## src/rtl/uart_tx_sched.sv

```systemverilog
// Two-requester round-robin arbiter feeding an 8N1 UART transmitter.
// Ports: clk/rst, en, req{0,1}_{valid,data,ready}, TxD, busy, grant_id, frame_done.
module uart_tx_sched #(
  parameter int CLK_DIV = 434,
  parameter int CNT_W   = 16
) (
  input  logic       clk,
  input  logic       rst,
  input  logic       en,
  input  logic       req0_valid,
  input  logic [7:0] req0_data,
  output logic       req0_ready,
  input  logic       req1_valid,
  input  logic [7:0] req1_data,
  output logic       req1_ready,
  output logic       TxD,
  output logic       busy,
  output logic       grant_id,
  output logic       frame_done
);

  typedef enum logic [1:0] {
    IDLE, START, DATA, STOP
  } state_t;

  localparam logic [CNT_W-1:0] RELOAD = CNT_W'(CLK_DIV - 1);
  localparam logic [CNT_W-1:0] ONE    = CNT_W'(1);

  state_t           state, state_d;
  logic [CNT_W-1:0] cnt, cnt_d;
  logic [2:0]       idx, idx_d;
  logic [7:0]       shreg, shreg_d;
  logic             last_grant, last_d;
  logic             gid_d, txd_d;
  logic             sel, accept, expire, can_grant;

  // Tie goes to the port that did not win last time.
  always_comb begin
    sel = req1_valid;
    if (req0_valid && req1_valid)
      sel = ~last_grant;
  end

  assign can_grant  = rst && en && (state == IDLE);
  assign req0_ready = can_grant && req0_valid && !sel;
  assign req1_ready = can_grant && req1_valid && sel;
  assign accept     = req0_ready || req1_ready;
  assign expire     = (cnt == '0);
  assign busy       = (state != IDLE);
  assign frame_done = rst && (state == STOP) && expire;

  // TxD is registered, so the value computed here is what the line
  // shows during the cycle after the edge.
  always_comb begin
    state_d = state;
    cnt_d   = cnt;
    idx_d   = idx;
    shreg_d = shreg;
    last_d  = last_grant;
    gid_d   = grant_id;
    txd_d   = TxD;
    unique case (state)
      IDLE: begin
        txd_d = 1'b1;
        if (accept) begin
          shreg_d = sel ? req1_data : req0_data;
          gid_d   = sel;
          last_d  = sel;
          cnt_d   = RELOAD;
          state_d = START;
          txd_d   = 1'b0;
        end
      end
      START: begin
        if (expire) begin
          cnt_d   = RELOAD;
          idx_d   = 3'd0;
          state_d = DATA;
          txd_d   = shreg[0];
        end else begin
          cnt_d = cnt - ONE;
        end
      end
      DATA: begin
        if (expire) begin
          cnt_d = RELOAD;
          if (idx == 3'd7) begin
            state_d = STOP;
            txd_d   = 1'b1;
          end else begin
            idx_d = idx + 3'd1;
            txd_d = shreg[idx + 3'd1];
          end
        end else begin
          cnt_d = cnt - ONE;
        end
      end
      STOP: begin
        if (expire) begin
          cnt_d   = RELOAD;
          state_d = IDLE;
          txd_d   = 1'b1;
        end else begin
          cnt_d = cnt - ONE;
        end
      end
      default: begin
        state_d = IDLE;
        txd_d   = 1'b1;
      end
    endcase
  end

  always_ff @(posedge clk) begin
    if (!rst) begin
      state      <= IDLE;
      cnt        <= '0;
      idx        <= 3'd0;
      shreg      <= 8'h00;
      last_grant <= 1'b1;
      grant_id   <= 1'b0;
      TxD        <= 1'b1;
    end else begin
      state      <= state_d;
      cnt        <= cnt_d;
      idx        <= idx_d;
      shreg      <= shreg_d;
      last_grant <= last_d;
      grant_id   <= gid_d;
      TxD        <= txd_d;
    end
  end

endmodule

```

## config.mk

```make
export PLATFORM = sky130hd
export DESIGN_NAME = uart_tx_sched
export DESIGN_NICKNAME = d
export VERILOG_FILES = /design/src/rtl/uart_tx_sched.sv
export SDC_FILE = /design/constraint.sdc
export NUM_CORES = 1
export LEC_CHECK = 0
export BUFFER_PORTS_ARGS = -buffer_cell sky130_fd_sc_hd__buf_2
export CAP_MARGIN = 30
export CORE_ASPECT_RATIO = 1.5
export CORE_MARGIN = 2
export CORE_UTILIZATION = 45
export DETAILED_ROUTE_END_ITERATION = 8
export GPL_ROUTABILITY_DRIVEN = 0
export MAX_ROUTING_LAYER = met4
export PLACE_DENSITY = 0.71
export SLEW_MARGIN = 25
export SYNTH_ARGS = -nofsm -noshare
export SYNTH_HDL_FRONTEND = slang
export SYNTH_SLANG_ARGS = --single-unit
```

## constraint.sdc

```tcl
create_clock -name clk -period 2.4 [get_ports clk]
set_clock_uncertainty 0.05 [all_clocks]
set_input_delay 0.48 -clock clk [delete_from_list [all_inputs] [get_ports clk]]
set_output_delay 0.48 -clock clk [all_outputs]
set_load 0.005 [all_outputs]
```

==> flow_metrics.env, run 1 <==
export IMPL_outcome="completed"
export IMPL_dp_cells=285
export IMPL_synth_ff_type="dfxtp_1"
export IMPL_syn_to_final_growth_pct=17.7
export IMPL_grt_pass1_vias=1634
export IMPL_crit_fanout=6
export IMPL_diodes=0
export IMPL_drc=0
export IMPL_layout_common_cells="32 x dfxtp_1, 26 x buf_2, 20 x nor2_1"
export IMPL_final_area_um2=2200
export IMPL_ys_seq_area_frac=0.342
export IMPL_power_ir_vdd_worst_mv=0.678
export IMPL_timing_final_setup_violations=0
export IMPL_nFillCells=364
export IMPL_fin_ws_ns=0.121
export IMPL_cts_root_buf="clkbuf_8"
export IMPL_power_density_nw_per_um2=1250
export IMPL_clk_pin_slew_worst_paths_ns=0.07
export IMPL_cts_sinks=32
export IMPL_worst_pin_slew_ns=0.548
export IMPL_cts_buffers=5
export IMPL_endpoint_kind="primary output"
export IMPL_core_rowCount=28
export IMPL_grt_ovfl_total=0
export IMPL_ant_nets=0
export IMPL_p_leak_nw=0.904
export IMPL_dieArea_um2=4700
export IMPL_io_buffers=26
export IMPL_layout_commonest_cell="dfxtp_1"
export IMPL_critical_path_slowest_cell="nor4_4"
export IMPL_drt_initial_drc_count=110
export IMPL_timing_rr_start="idx[0]"
export IMPL_relSlewSlack=0.633
export IMPL_maxCapViolations=0
export IMPL_netlist_area_um2=1870
export IMPL_antenna_found_initial=0
export IMPL_grt_max_degree=24
export IMPL_die_x_um=56.7
export IMPL_worst_hold_path_type="reg -> reg"
export IMPL_yosysUniqueCellTypes=47
export IMPL_min_period_ns=2.28
export IMPL_first_pass_iters=4
export IMPL_dp_hpwl_um=3230
export IMPL_grt_pass1_wl_um=7410
export IMPL_finalHoldViolCount=0
export IMPL_vias=1729
export IMPL_rsz0062_at_grt="no"
export IMPL_clockBufferDepth=2
export IMPL_htreeDepth=2
export IMPL_nets=277
export IMPL_cpPeakStageDelay_ns=0.49
export IMPL_wl_um=4310
export IMPL_cp_data_arrival_time_ns=1.75
export IMPL_cts_tree="done"
export IMPL_fin_crit_sh=0.950
export IMPL_ios=27
export IMPL_synth_seq_cells=32
export IMPL_maxSlewViolCount=0
export IMPL_postSynthAreaPerCell_um2=8.79
export IMPL_place_ws_ns=0.276
export IMPL_vias_per_cell=5.90
export IMPL_synthesis_nets=242
export IMPL_cp_cell_sequence="nor4_4 -> and4_4 -> and3_1 -> buf_2"
export IMPL_worstSkewPairLatency_ns=0.29
export IMPL_start_util=0.473
export IMPL_setup_tns_ns=0
export IMPL_wire_per_inst_um=14.7
export IMPL_cp_start_kind="flop"
export IMPL_postPlaceCellArea_um2=2090
export IMPL_synth_edf_count=0
export IMPL_synthArstFlopShare=0
export IMPL_clock_fmax_mhz=439
export IMPL_grtUsageTotal=0.204
export IMPL_startpoint="cnt[12]"
export IMPL_fp_dieH_um=83.0
export IMPL_fin_cells=293
export IMPL_critical_path_class="reg -> out"
export IMPL_min_from="grant_id"
export IMPL_drive_gt1_frac=0.230
export IMPL_ys_warn_count=0
export IMPL_core_region_area_um2=3960
export IMPL_ctsHoldBuffers=0
export IMPL_synth_cells=213
export IMPL_worstPathRequired_ns=1.87
[area by class of cell]
type	count	area [µm²]	area share
clock buffers	7	96.3	0.0437
inverters	10	37.5	0.0170
multi-input cells	160	1140	0.520
flip-flops and latches	32	641	0.291
well taps	45	56.3	0.0256
repair buffers	39	228	0.103
[Yosys cell counts, types with 2 or more instances]
cell | count | area share
o211ai_1 | 3 | 0.012
a21oi_1 | 16 | 0.043
a31oi_1 | 7 | 0.023
mux4_2 | 2 | 0.024
inv_1 | 10 | 0.020
a211oi_1 | 10 | 0.040
and4_1 | 2 | 0.0094
nand4_1 | 6 | 0.020
nand2_1 | 14 | 0.028
nand4b_1 | 3 | 0.014
dfxtp_1 | 32 | 0.34
and3_1 | 3 | 0.010
o21ai_0 | 11 | 0.029
nor3_1 | 5 | 0.013
nor4_4 | 2 | 0.023
or3_1 | 2 | 0.0067
nand3_1 | 7 | 0.019
mux2i_1 | 10 | 0.053
nor2_1 | 20 | 0.040
ha_1 | 8 | 0.053
or4_1 | 4 | 0.016
o211a_1 | 2 | 0.011
nand3b_1 | 3 | 0.012
clkbuf_1 | 8 | 0.016
[per-stage QoR]
stage / power, mW / hold WS [ns] / utilization
CTS: 2.72 / 0.406 / 0.553
global route: 2.97 / 0.437 / 0.557
finish: 2.76 / 0.403 / 0.557
global placement: 2.25 / 0.397 / 0.529
detailed placement: 2.27 / 0.397 / 0.529
floorplan: 1.84 / 0.402 / -
[repair_timing]
| item | in CTS | in global routing |
|---|---|---|
| resized for setup | 0 | 2 |
| endpoints found under the setup margin | 0 | 1 |
| setup buffers | 0 | 1 |
| hold endpoints to repair | 0 | 0 |
[registers in the layout, summed over array words and instances, names as in the netlist]
name and count:
cnt 16, state 2, shreg 8, last_grant 1, TxD 1, idx 3, grant_id 1
[worst paths after layout]
kind	cells past startpoint	to	slack, ns
setup / recovery	4	frame_done	0.12
hold / removal	2	grant_id	0.40
setup reg to reg	6	TxD	0.27
hold reg to reg	2	grant_id	0.40
[cells by family (layout without fill, tap and decap cells)]
logic type | Yosys count | count (layout) | share of synthesized area
buffers and inverters | 21 | 56 | 0.0488
DFF | 32 | 32 | 0.342
AOI/OAI and AO/OA | 60 | 60 | 0.211
xor gates and xnor gates | 1 | 1 | 0.00468
and+or+nand+nor | 79 | 79 | 0.263
adders and majority gates | 8 | 8 | 0.0535
muxes | 12 | 12 | 0.0775
[critical path: cells and delay by family (launching register included)]
family | cells | cell delay, ns
flip-flops | 1 | 0.38
buffers and inverters | 1 | 0.11
AND/OR/NAND/NOR | 3 | 0.96
[power by group]
group	internal [mW]	total (mW)	switching [mW]	leakage, nW
clock	0.255	0.456	0.201	0.0503
combinational	0.656	1.48	0.823	0.592
sequential	0.663	0.823	0.160	0.262
[routing by layer]
metal | routed length, µm | global-route usage | part of all wire | vias to the layer above
li1 | - | - | - | 879
met1 | 1730 | 0.216 | 0.40 | 788
met2 | 2300 | 0.354 | 0.53 | 53
met3 | 186 | 0.0467 | 0.043 | 9
met4 | 101 | 0.0909 | 0.023 | 0
met5 | 0 | - | 0 | -
No activity file was read; power rests on OpenSTA's default activity.
==> run 2: changes to the inputs <==
PLACE_DENSITY = not set   (was 0.71)
PLACE_DENSITY_LB_ADDON = 0.15   (was not set)
==> flow_metrics.env, run 2 (synthesis results as in run 1) <==
export IMPL_clk_pin_slew_worst_paths_ns=0.07
export IMPL_reg2reg_to="TxD"
export IMPL_io_buffers=26
export IMPL_cp_cell_sequence="inv_1 -> ha_1 -> nor4b_4 -> and4_1 -> and3_1 -> buf_2"
export IMPL_cpPeakStageDelay_ns=0.33
export IMPL_ant_nets=0
export IMPL_grt_pass1_wl_um=7800
export IMPL_first_pass_iters=4
export IMPL_wl_um=4410
export IMPL_syn_to_final_growth_pct=17.9
export IMPL_cts_sinks=32
export IMPL_p_leak_nw=0.905
export IMPL_power_ir_vdd_worst_mv=0.705
export IMPL_grt_ovfl_total=0
export IMPL_largest_reg_flops=16
export IMPL_maxSlewViolCount=0
export IMPL_worst_pin_slew_ns=0.560
export IMPL_min_period_ns=2.25
export IMPL_vias=1757
export IMPL_grt_pass1_vias=1658
export IMPL_setup_tns_ns=0
export IMPL_diodes=0
export IMPL_ios=27
export IMPL_drc=0
export IMPL_nets=278
export IMPL_rsz0062_at_grt="no"
export IMPL_maxCapViolations=0
export IMPL_cts_root_buf="clkbuf_8"
export IMPL_worst_hold_path_type="reg -> reg"
export IMPL_critical_path_slowest_cell="dfxtp_1"
export IMPL_vias_per_cell=5.96
export IMPL_critical_path_class="reg -> out"
export IMPL_antenna_found_initial=0
export IMPL_relSlewSlack=0.625
export IMPL_power_switching_mw=1.21
export IMPL_fin_crit_sh=0.939
export IMPL_crit_fanout=5
export IMPL_grtUsageTotal=0.215
export IMPL_die_x_um=56.7
export IMPL_worstPathRequired_ns=1.87
export IMPL_endpoint_kind="primary output"
export IMPL_seqPwrFrac=0.298
export IMPL_cts_buffers=5
export IMPL_layout_commonest_cell="dfxtp_1"
export IMPL_cp_start_kind="flop"
export IMPL_largest_register="cnt"
export IMPL_core_rowCount=28
export IMPL_finalHoldViolCount=0
export IMPL_hold_path_cell_count=2
export IMPL_fp_dieH_um=83.0
export IMPL_start_util=0.473
export IMPL_worstHoldEndpoint="grant_id"
export IMPL_drt_initial_drc_count=45
export IMPL_dp_hpwl_um=3230
export IMPL_intPower_mw=1.55
export IMPL_nFillCells=391
export IMPL_timing_final_setup_violations=0
export IMPL_cts_tree="done"
export IMPL_fin_ws_ns=0.145
export IMPL_cp_data_arrival_time_ns=1.72
export IMPL_min_from="grant_id"
export IMPL_drive_gt1_frac=0.224
export IMPL_power_density_nw_per_um2=1250
export IMPL_clockBufferDepth=2
export IMPL_rrSetupSlack_ns=0.25
export IMPL_layout_common_cells="32 x dfxtp_1, 26 x buf_2, 20 x nor2_1"
export IMPL_timing_rr_start="idx[0]"
export IMPL_grt_max_degree=24
export IMPL_worstSkewPairLatency_ns=0.29
export IMPL_combPwrFrac=0.543
export IMPL_htreeDepth=2
export IMPL_core_region_area_um2=3960
export IMPL_dieArea_um2=4700
export IMPL_swShare=0.438
export IMPL_place_ws_ns=0.280
export IMPL_clockPowerShare=0.159
export IMPL_ff2ff_path_depth=6
export IMPL_wire_per_inst_um=15.0
export IMPL_outcome="completed"
export IMPL_reg_largest_list="cnt: 16 flops, shreg: 8 flops, idx: 3 flops"
export IMPL_ctsHoldBuffers=0
export IMPL_clock_fmax_mhz=444
run 2: timing repair:
item | 4_1_cts | 5_1_grt
endpoints found under the setup margin | 1 | 2
resized for setup | 0 | 1
hold endpoints to repair | 0 | 0
buffers inserted | 1 | 0
run 2: area by class of cell:
class / instances / area, µm² / share of cell area
multi-input combinational: 160 / 1150 / 0.520
clock buffer: 8 / 90.1 / 0.0408
tap: 45 / 56.3 / 0.0255
inverter: 10 / 37.5 / 0.0170
sequential: 32 / 641 / 0.290
timing repair buffer: 40 / 235 / 0.107
run 2: worst max path at each step:
stage | startpoint | to
6_report | cnt[0] | frame_done
3_5_place_dp | idx[0] | TxD
3_3_place_gp | idx[0] | TxD
2_1_floorplan | idx[0] | TxD
5_1_grt | cnt[0] | frame_done
4_1_cts | cnt[0] | frame_done
run 2: metal layers:
layer  part of all wire  GRT usage
met5                  0          -
met2               0.52      0.366
met4              0.016     0.0823
met3              0.032     0.0421
met1               0.43      0.243
run 2: through the flow:
| stage | hold WS, ns | area, µm² | utilization | power (mW) | std cells |
|---|---|---|---|---|---|
| 3_3_place_gp | 0.393 | 2100 | 0.531 | 2.27 | 286 |
| 2_1_floorplan | 0.402 | 1870 | - | 1.84 | 213 |
| 4_1_cts | 0.405 | 2200 | 0.556 | 2.75 | 295 |
| 5_1_grt | 0.447 | 2210 | 0.558 | 3.00 | 295 |
| 6_report | 0.407 | 2210 | 0.558 | 2.76 | 295 |
| 3_5_place_dp | 0.397 | 2100 | 0.531 | 2.28 | 286 |
run 2: worst max-delay path, delay by kind of cell (launching register included):
kind / cells / cell delay [ns]
fa+ha+maj: 1 / 0.21
flops: 1 / 0.33
buf+inv: 2 / 0.19
simple gates: 3 / 0.71
run 2: power by group through the flow:
| stage | clock (mW) | combinational [mW] | sequential (mW) |
|---|---|---|---|
| floorplan | 0 | 1.06 | 0.777 |
| global placement | 0 | 1.45 | 0.829 |
| detailed placement | 0 | 1.45 | 0.830 |
| CTS | 0.448 | 1.49 | 0.821 |
| global route | 0.471 | 1.68 | 0.844 |
| finish | 0.440 | 1.50 | 0.822 |
==> run 3: changes to the inputs <==
CORE_UTILIZATION = 30   (was 45)
==> flow_metrics.env, run 3 (synthesis results as in run 1) <==
export IMPL_start_util=0.308
export IMPL_drive_gt1_frac=0.233
export IMPL_clk_pin_slew_worst_paths_ns=0.07
export IMPL_layout_commonest_cell="dfxtp_1"
export IMPL_timing_final_setup_violations=0
export IMPL_wire_per_inst_um=14.3
export IMPL_ctsHoldBuffers=0
export IMPL_layout_common_cells="32 x dfxtp_1, 26 x buf_2, 20 x nor2_1"
export IMPL_reg_largest_list="cnt: 16 flops, shreg: 8 flops, idx: 3 flops"
export IMPL_core_rowCount=35
export IMPL_critical_path_slowest_cell="dfxtp_1"
export IMPL_min_period_ns=2.30
export IMPL_postPlaceCellArea_um2=2140
export IMPL_finalHoldWorstSlack_ns=0.406
export IMPL_dp_cells=315
export IMPL_grt_pass1_wl_um=7820
export IMPL_vias=1722
export IMPL_worstSkewPairLatency_ns=0.28
export IMPL_nets=278
export IMPL_largest_register="cnt"
export IMPL_grt_pass1_vias=1647
export IMPL_htreeDepth=2
export IMPL_cpPeakStageDelay_ns=0.34
export IMPL_wl_um=4630
export IMPL_fp_dieH_um=101
export IMPL_cp_data_arrival_time_ns=1.77
export IMPL_syn_to_final_growth_pct=20.1
export IMPL_nFillCells=638
export IMPL_diodes=0
export IMPL_cpLargestDelayFamily="simple AND/OR/NAND/NOR gates"
export IMPL_dieArea_um2=6900
export IMPL_power_density_nw_per_um2=1240
export IMPL_worstPathRequired_ns=1.87
export IMPL_drt_initial_drc_count=49
export IMPL_power_ir_vdd_worst_mv=0.366
export IMPL_die_x_um=68.5
export IMPL_drc=0
export IMPL_maxSlewViolCount=0
export IMPL_fin_cells=323
export IMPL_grtUsageTotal=0.155
export IMPL_clock_fmax_mhz=434
export IMPL_ant_nets=0
export IMPL_p_leak_nw=0.910
export IMPL_seqCellArea_um2=641
export IMPL_relSlewSlack=0.626
export IMPL_fin_crit_sh=0.959
export IMPL_setup_tns_ns=0
export IMPL_largest_reg_flops=16
export IMPL_worst_pin_slew_ns=0.558
export IMPL_io_buffers=26
export IMPL_cp_cell_sequence="inv_1 -> ha_2 -> nor4b_4 -> and4_4 -> and3_1 -> buf_2"
export IMPL_finalHoldViolCount=0
export IMPL_worst_path_buf_inv=2
export IMPL_vias_per_cell=5.33
export IMPL_cts_tree="done"
export IMPL_rsz0062_at_grt="no"
export IMPL_grt_ovfl_total=0
export IMPL_maxCapViolations=0
export IMPL_clockBufferDepth=2
export IMPL_critical_path_class="reg -> out"
export IMPL_grt_max_degree=24
export IMPL_ios=27
export IMPL_outcome="completed"
export IMPL_first_pass_iters=4
export IMPL_cp_start_kind="flop"
export IMPL_total_power_mw=2.79
export IMPL_cts_root_buf="clkbuf_8"
export IMPL_multiInputGateArea_um2=1140
export IMPL_cts_sinks=32
export IMPL_antenna_found_initial=0
export IMPL_endpoint_kind="primary output"
export IMPL_dp_hpwl_um=3490
export IMPL_final_area_um2=2250
export IMPL_cts_buffers=5
export IMPL_core_region_area_um2=6090
export IMPL_worst_hold_path_type="reg -> reg"
export IMPL_crit_fanout=5
[run 3: cell type report]
cell class	instances	share of cell area
tap	74	0.0412
clock buffer	7	0.0429
multi-input combinational	160	0.509
sequential	32	0.285
timing repair buffer	40	0.105
inverter	10	0.0167
[run 3: stage by stage]
step / util / setup slack, ns
after CTS: 0.367 / 0.0139
after global placement: 0.351 / 0.282
final: 0.369 / 0.0981
after detailed placement: 0.351 / 0.273
after floorplan: - / 0.383
after global routing: 0.369 / 0.00698
[run 3: report_power, final]
group / leakage [nW] / internal, mW / switching, mW
Clock: 0.0503 / 0.256 / 0.203
Combinational: 0.598 / 0.671 / 0.837
Sequential: 0.262 / 0.662 / 0.159
Total: 0.910 / 1.59 / 1.20
[run 3: repair_timing]
item,CTS,global route
endpoints found under the setup margin,0,1
setup buffers,0,1
resized for setup,0,3
[run 3: worst min-delay path, cell delays in order (launching register included)]
cell and delay [ns]:
dfxtp_1 0.31, nand2_1 0.05, o22ai_1 0.05
[run 3: worst paths after layout]
path	end	cells past startpoint	start	slack (ns)
worst min-delay path	grant_id	2	grant_id	0.41
worst min register to register	grant_id	2	grant_id	0.41
worst max-delay path	frame_done	6	cnt[0]	0.1
worst max register to register	TxD	6	idx[0]	0.28
[run 3: per-layer routing]
layer / up-vias / share of wire / track usage
li1: 886 / - / -
met1: 787 / 0.42 / 0.171
met2: 43 / 0.53 / 0.269
met3: 6 / 0.036 / 0.0268
met4: 0 / 0.020 / 0.0554
met5: - / 0 / -
